[src/rtl/oclib_pkg.sv]
// Shared oclib types: 32-bit CSR request/completion structs and common defaults.
package oclib_pkg;

  localparam integer DefaultCsrArbTimeout = 1024;

  typedef struct packed {
    logic        read;
    logic        write;
    logic [31:0] address;
    logic [31:0] wdata;
  } csr_32_s;

  typedef struct packed {
    logic        ready;
    logic        error;
    logic [31:0] rdata;
  } csr_32_fb_s;

endpackage

[src/rtl/oclib_rr_arbiter.sv]
// Combinational round-robin pick: first requester after last_grant_i, wrapping.
module oclib_rr_arbiter #(
  parameter int unsigned Requesters = 2
) (
  input  logic [Requesters-1:0]         request_i,
  input  logic [$clog2(Requesters)-1:0] last_grant_i,
  output logic                          grant_valid_o,
  output logic [$clog2(Requesters)-1:0] grant_o
);

  localparam int unsigned IdxW = $clog2(Requesters);

  logic [IdxW-1:0] cand;

  always_comb begin
    grant_valid_o = 1'b0;
    grant_o       = last_grant_i;
    cand          = '0;
    // Offset Requesters wraps back to last_grant_i, so it is considered last.
    for (int unsigned off = 1; off <= Requesters; off++) begin
      cand = IdxW'((32'(last_grant_i) + off) % Requesters);
      if (!grant_valid_o && request_i[cand]) begin
        grant_valid_o = 1'b1;
        grant_o       = cand;
      end
    end
  end

endmodule

[src/rtl/oclib_csr_32_arbiter.sv]
// Round-robin arbiter serialising whole CSR transactions onto one downstream target.
// Optional watchdog enabled by defining OCLIB_CSR_32_ARBITER_TIMEOUT_EN.
module oclib_csr_32_arbiter
  import oclib_pkg::*;
#(
  parameter int unsigned  Requesters    = 2,
  parameter int unsigned  TimeoutCycles = DefaultCsrArbTimeout,
  localparam int unsigned IdxW          = $clog2(Requesters)
) (
  input  logic            clk_i,
  input  logic            rst_ni,
  input  csr_32_s         in_i [Requesters],
  output csr_32_fb_s      in_fb_o [Requesters],
  output csr_32_s         out_o,
  input  csr_32_fb_s      out_fb_i,
  output logic [IdxW-1:0] grant_index_o,
  output logic            busy_o,
  output logic            timeout_pulse_o
);

  if (Requesters < 2 || Requesters > 16 || TimeoutCycles < 1) begin : gen_param_check
    $fatal(1, "oclib_csr_32_arbiter: illegal Requesters or TimeoutCycles");
  end

  typedef enum logic [1:0] {StIdle, StReq, StResp} state_e;

  state_e            state_q, state_d;
  logic [IdxW-1:0]   last_grant_q, last_grant_d;
  logic [IdxW-1:0]   rr_grant;
  logic              rr_valid;
  logic [Requesters-1:0] req;
  csr_32_s           out_q, out_d;
  csr_32_fb_s        resp_q, resp_d;
  logic              expired;
  logic              timeout_q;

  always_comb begin
    req = '0;
    for (int unsigned i = 0; i < Requesters; i++) begin
      req[i] = in_i[i].read | in_i[i].write;
    end
  end

  oclib_rr_arbiter #(
    .Requesters (Requesters)
  ) u_rr_arbiter (
    .request_i     (req),
    .last_grant_i  (last_grant_q),
    .grant_valid_o (rr_valid),
    .grant_o       (rr_grant)
  );

`ifdef OCLIB_CSR_32_ARBITER_TIMEOUT_EN
  localparam int unsigned CntW = $clog2(TimeoutCycles + 1);

  logic [CntW-1:0] cnt_q, cnt_d;
  logic            timeout_d;

  assign expired   = (cnt_q == CntW'(TimeoutCycles));
  assign timeout_d = (state_q == StReq) && !out_fb_i.ready && expired;

  // Cleared in IDLE so it restarts at zero on REQ entry; saturates at the limit.
  always_comb begin
    cnt_d = cnt_q;
    if (state_q != StReq) begin
      cnt_d = '0;
    end else if (!expired) begin
      cnt_d = cnt_q + CntW'(1);
    end
  end

  always_ff @(posedge clk_i or negedge rst_ni) begin
    if (!rst_ni) begin
      cnt_q     <= '0;
      timeout_q <= 1'b0;
    end else begin
      cnt_q     <= cnt_d;
      timeout_q <= timeout_d;
    end
  end
`else
  assign expired   = 1'b0;
  assign timeout_q = 1'b0;
`endif

  always_ff @(posedge clk_i or negedge rst_ni) begin
    if (!rst_ni) begin
      state_q      <= StIdle;
      last_grant_q <= IdxW'(Requesters - 1);
      out_q        <= '0;
      resp_q       <= '0;
    end else begin
      state_q      <= state_d;
      last_grant_q <= last_grant_d;
      out_q        <= out_d;
      resp_q       <= resp_d;
    end
  end

  always_comb begin
    state_d      = state_q;
    last_grant_d = last_grant_q;
    out_d        = out_q;
    resp_d       = resp_q;
    case (state_q)
      StIdle: begin
        if (rr_valid) begin
          state_d      = StReq;
          last_grant_d = rr_grant;
          out_d        = in_i[rr_grant];
        end
      end
      StReq: begin
        // A real completion wins over a watchdog expiry on the same cycle.
        if (out_fb_i.ready) begin
          state_d      = StResp;
          out_d        = '0;
          resp_d.ready = 1'b1;
          resp_d.error = out_fb_i.error;
          resp_d.rdata = out_fb_i.rdata;
        end else if (expired) begin
          state_d = StResp;
          out_d   = '0;
          resp_d  = '{ready: 1'b1, error: 1'b1, rdata: 32'h0};
        end
      end
      StResp: begin
        state_d = StIdle;
        resp_d  = '0;
      end
      default: state_d = StIdle;
    endcase
  end

  always_comb begin
    out_o           = out_q;
    busy_o          = (state_q != StIdle);
    grant_index_o   = last_grant_q;
    timeout_pulse_o = timeout_q;
    for (int unsigned i = 0; i < Requesters; i++) begin
      in_fb_o[i] = (state_q == StResp && last_grant_q == IdxW'(i)) ? resp_q : '0;
    end
  end

endmodule

[config.mk]
export PLATFORM = sky130hd
export DESIGN_NAME = oclib_csr_32_arbiter
export DESIGN_NICKNAME = d
export VERILOG_FILES = /design/src/rtl/oclib_pkg.sv /design/src/rtl/oclib_rr_arbiter.sv /design/src/rtl/oclib_csr_32_arbiter.sv
export SDC_FILE = /design/constraint.sdc
export NUM_CORES = 1
export LEC_CHECK = 0
export CAP_MARGIN = 20
export CORE_UTILIZATION = 30
export DETAILED_ROUTE_END_ITERATION = 10
export HOLD_SLACK_MARGIN = 0.06
export PLACE_DENSITY = 0.65
export SYNTH_ARGS = -nofsm -noshare
export SYNTH_HDL_FRONTEND = slang
export SYNTH_HIERARCHICAL = 1
export SYNTH_SLANG_ARGS = --single-unit
[constraint.sdc]
create_clock -name clk_i -period 4.88 [get_ports clk_i]
set_clock_uncertainty 0.05 [all_clocks]
set_input_delay 0.732 -clock clk_i [delete_from_list [all_inputs] [get_ports clk_i]]
set_output_delay 0.732 -clock clk_i [all_outputs]
set_load 0.01 [all_outputs]
==> impl_metrics.json <==
{
  "status": "finished, final reports clean",
  "layout-drive-gt1-share": 0.0691,
  "cts_made_buffers": 9,
  "grtUsageTotal": 0.184,
  "postRouteAntennaNets": 0,
  "die_h_um": 136,
  "fp.dieArea_um2": 18600,
  "cts_tree": "done",
  "htreeDepth": 3,
  "clockBufferDepth": 2,
  "wl_um": 17200,
  "power_mw": 3.64,
  "power_switching_share": 0.333,
  "path_clk_slew_ns": 0.07,
  "crit_type": "flop to output pin",
  "synth_cell_types": 29,
  "combPwrFrac": 0.418,
  "nets": 915,
  "critical_path_required_ns": 4.10,
  "netlist_area_um2": 5410,
  "cts_num_sinks": 103,
  "port_buffers": 303,
  "slowest_delay_ns": 0.77,
  "multiInputGateArea_um2": 2540,
  "place_congestion": 0.806,
  "seqPwrFrac": 0.366,
  "slew_headroom": 0.287,
  "postCtsHoldBufs": 0,
  "p_sw_mw": 1.21,
  "start_util": 0.310,
  "setup_violations": 0,
  "cap_violations": 0,
  "drtIter0Drc": 174,
  "worst_pin_slew_ns": 1.07,
  "end_kind": "output pin",
  "worst_ir_drop_vdd_mv": 0.248,
  "drc": 0,
  "grt_pass1_vias": 5069,
  "syn_inst": 482,
  "grt_overflow": 0,
  "period_share": 0.680,
  "syn_avg_cell_area_um2": 11.2,
  "slew_violations": 0,
  "hp-class": "input port to asynchronous set/reset pin",
  "cp_top_family": "simple AND/OR/NAND/NOR gates",
  "powerDensity_nw_per_um2": 411,
  "max_freq_mhz": 301,
  "slowest_stage": "and3_1",
  "fill_cells": 1540,
  "grt_max_degree": 111,
  "n_antenna_cell": 0,
  "critPathLaunchType": "flop",
  "p_clk_frac": 0.216,
  "arrival_ns": 2.53,
  "die_w_um": 136,
  "antenna_found_initial": 2,
  "crit_fanout": 34,
  "crit_buf_inv": 1,
  "ys.warnings.count": 6,
  "core_area_um2": 17400,
  "ios": 305,
  "rsz0062_at_grt": "no",
  "ys_seq_area_frac": 0.477,
  "seq_area_um2": 2580,
  "dpl.hpwl_um": 12600,
  "insertion_delay_ns": 0.33,
  "internal_power_mw": 2.43,
  "p_leak_nw": 3.72,
  "setup-tns-final_ns": 0,
  "cts-resized-gates": 0,
  "vias": 4977,
  "drtPass1Iterations": 4,
  "root_buffer": "clkbuf_16",
  "grt_pass1_wl_um": 26400,
  "area_delta_synth_final_pct": 63.8,
  "synth-seq-cells": 103,
  "finalHoldViolCount": 0,
  "routedWlPerCell_um": 17.6,
  "worstPathCellList": "and3_1, and2_1, clkdlybuf4s50_1",
  "post_cts_buffers": 0,
  "via_per_inst": 5.09,
  "fp-row-count": 48,
  "synth.net_count": 650,
  "period_minus_slack_ns": 3.32
}
==> placed cells by master, fill, tap and decap left out, drive strengths merged <==
| cell type | n |
|---|---|
| clkinvlp | 2 |
| o41ai | 66 |
| buf | 11 |
| and2 | 68 |
| a21oi | 2 |
| o21ai | 67 |
| or2 | 3 |
| and3 | 1 |
| inv | 3 |
| a22o | 33 |
| a211oi | 1 |
| nor3b | 1 |
| bufinv | 2 |
| mux2i | 68 |
| and3b | 1 |
| clkbuf | 11 |
| conb | 1 |
| nor2 | 2 |
| dfrtp | 102 |
| nand2 | 2 |
| clkinv | 1 |
| dfstp | 1 |
| mux2 | 1 |
| clkdlybuf4s50 | 302 |
==> logic make-up (layout without fill, tap and decap cells) <==
family | Yosys count | after routing | share of synthesized area
AOI/OAI and AO/OA | 169 | 169 | 0.246
buffers and inverters | 62 | 332 | 0.0576
and+or+nand+nor | 78 | 78 | 0.0900
muxes | 69 | 69 | 0.129
DFF | 103 | 103 | 0.477
other | 1 | 1 | 0.000694
==> per-layer routing <==
metal / GRT usage / vias up / wire (µm) / part of all wire
met2: 0.330 / 202 / 8740 / 0.51
met4: 0.0636 / 4 / 315 / 0.018
met1: 0.210 / 2396 / 6870 / 0.40
met5: 0 / - / 23 / 0.0013
met3: 0.0470 / 27 / 1220 / 0.071
li1: - / 2348 / - / -
==> stage by stage <==
| step | setup WS, ns | instances | util | hold WS (ns) | cell area, µm² |
|---|---|---|---|---|---|
| 6_report | 1.56 | 977 | 0.508 | 0.431 | 8850 |
| 5_1_grt | 1.34 | 977 | 0.508 | 0.476 | 8850 |
| 4_1_cts | 1.51 | 977 | 0.508 | 0.443 | 8850 |
| 3_5_place_dp | 1.83 | 961 | 0.489 | 0.427 | 8520 |
| 3_3_place_gp | 1.93 | 961 | 0.489 | 0.418 | 8520 |
| 2_1_floorplan | 2.66 | 482 | - | 0.386 | 5410 |
==> registers in the layout (all words and copies together), names as in the netlist <==
| signal | flops |
|---|---|
| grant_index_o | 1 |
| out_o | 66 |
| resp_q | 34 |
| state_q | 2 |
==> cells in the mapped netlist <==
master	n	area share
a22o_1	33	0.053
mux2i_1	67	0.12
conb_1	1	0.00069
buf_1	4	0.0028
a211oi_1	1	0.0014
o21ai_0	38	0.035
nor3b_2	1	0.0023
buf_4	9	0.012
buf_6	3	0.0062
a21oi_1	1	0.00093
inv_2	1	0.00069
mux2_2	1	0.0021
dfrtp_1	102	0.47
or2_1	1	0.0012
or2_2	2	0.0023
nor2_1	2	0.0014
mux2i_2	1	0.0025
a21oi_2	1	0.0016
nand2_1	2	0.0014
o21ai_1	29	0.027
inv_1	2	0.0014
dfstp_2	1	0.0049
and3b_1	1	0.0016
and3_1	1	0.0012
buf_2	18	0.017
o41ai_2	14	0.042
o41ai_1	52	0.084
clkbuf_1	25	0.017
and2_1	68	0.079
==> area by class of cell <==
cell class / count / share of cell area
timing repair buffer: 313 / 0.351
sequential: 103 / 0.292
multi-input combinational: 317 / 0.287
tap: 225 / 0.0318
clock buffer: 11 / 0.0286
clock inverter: 5 / 0.00905
inverter: 3 / 0.00127
==> worst paths after layout <==
| check | start | to | slack (ns) | depth (start not counted) |
|---|---|---|---|---|
| hold / removal | rst_ni | out_o[7] | 0.43 | 1 |
| min in group clk_i | out_o[4] | out_o[4] | 0.44 | 2 |
| hold reg to reg | out_o[4] | out_o[4] | 0.44 | 2 |
| max in group asynchronous | rst_ni | resp_q[1] | 3.29 | 2 |
| setup / recovery | grant_index_o | in_fb_o[21] | 1.56 | 3 |
| setup reg to reg | state_q[0] | out_o[23] | 2.34 | 5 |
==> power groups by stage <==
stage	Clock (mW)	Sequential [mW]	Combinational (mW)
after floorplan	0	1.36	0.745
final	0.788	1.33	1.52
after detailed placement	0	1.34	1.53
after global placement	0	1.34	1.50
after global routing	0.844	1.37	1.63
after CTS	0.816	1.33	1.54
==> worst register-to-register path, cell delays in order (launching register included) <==
cell	delay, ns
dfrtp_2	0.37
buf_4	0.72
mux2i_4	0.36
buf_4	0.60
o21ai_0	0.26
o41ai_2	0.09
Power figures use the tool's default switching activity.
==> variant (same settings) <==
Add a define of `OCLIB_CSR_32_ARBITER_TIMEOUT_EN`.
--- a/src/rtl/oclib_csr_32_arbiter.sv
+++ b/src/rtl/oclib_csr_32_arbiter.sv
@@ -1,4 +1,6 @@
 // Round-robin arbiter serialising whole CSR transactions onto one downstream target.
 // Optional watchdog enabled by defining OCLIB_CSR_32_ARBITER_TIMEOUT_EN.
+`define OCLIB_CSR_32_ARBITER_TIMEOUT_EN
+
 module oclib_csr_32_arbiter
   import oclib_pkg::*;
Formal check against the unedited RTL: no difference found for any inputs over 4 cycles, from zero or initial values and one cycle with rst_ni low; that may be too few to reach the edited logic, so the function may still have changed.
==> variant against the original RTL <==
Wire length up 22%. Total power up 57%. Sequential cell count up 12. Final area up 18%. Die area up 20%. Count of clock-buffer cells in the layout up 11. Area after synthesis up 20%. Setup slack better by 88 ps. Sequential share of layout area down 1.5 points. Critical endpoint is now in_fb_o[44]. Highest routed layer is now met4.
==> variant: results <==
[run_status]
status = complete, no violations

[cts]
numCtsBuffers = 17
path_clk_slew_ps = 50
clock_latency_ps = 400

[pwr]
p_seq_share_pct = 30.5
p_int_mw = 3.75
peakVddDrop_mv = 0.318
comb_cell_power_mw = 2.69
p_leak_nw = 4.37

[route]
detail_route.iter0.violations = 175
wl_met2_mm = 10.3
met3_length_mm = 1.17
wl_per_cell_um = 18.3

[layout]
drive_gt1_share_pct = 19.2
nFillCells = 1935
fin_cells = 1147
fin_nets = 1030

[placed_design]
place_ws_ps = 1490
dp_hpwl_mm = 14.1
dpl_cell_area_um2 = 9800
numPortBuffers = 304

[yosys]
syn_inst = 582
synth_top_cells_by_count = dfrtp_1, mux2_2, a22o_1, and2_1, a31o_2
synthAdderAreaFrac_pct = 0.384
synth-compound-area-share_pct = 24.7
synth_xor_area_share_pct = 0.404
ys_types = 44

[critical_path]
endpoint = in_fb_o[44]
rr_startpoint = grant_index_o$_DFFE_PN1P_
r2r_end = out_o[2]$_DFFE_PN0P_
crit_slowest_cell = dfstp_2
r2r_slack_ps = 2170
critPathTopFamily = buffers and inverters

[sta]
period_share_pct = 66.2
holdWs_ps = 236

[global_routing]
grt_pass1_wl_mm = 32.9
grt_use_met2_pct = 32.2
met1_usage_pct = 23.6
grt_max_degree = 69
-- variant: changes by cell type in the layout (fill, tap and decap cells not counted), sizes merged, moves of 6 or more --
| cell | change |
|---|---|
| o41ai | -66 |
| dfrtp | +12 |
| a221o | +32 |
| a31o | +66 |
| a22o | +33 |
| mux2 | +66 |
| o21ai | -63 |
| and3 | +33 |
| nand3 | +6 |
| mux2i | -64 |
| clkbuf | +11 |
-- variant: area by class of cell --
| cell class | count | area, um2 | share of cell area [%] |
|---|---|---|---|
| Clock buffer | 22 | 474 | 4.56 |
| Multi-Input combinational cell | 401 | 3400 | 32.7 |
| Inverter | 7 | 26.3 | 0.253 |
| Sequential cell | 115 | 2880 | 27.7 |
| Tap cell | 275 | 344 | 3.31 |
| Timing Repair Buffer | 318 | 3150 | 30.3 |
| Clock inverter | 9 | 129 | 1.24 |
-- variant: worst register-to-register path, delay by kind of cell, from the launching register on --
kind / cells / cell delay (ps)
AOI/OAI and AO/OA: 2 / 380
DFF: 1 / 710
muxes: 2 / 780
buffers and inverters: 1 / 670
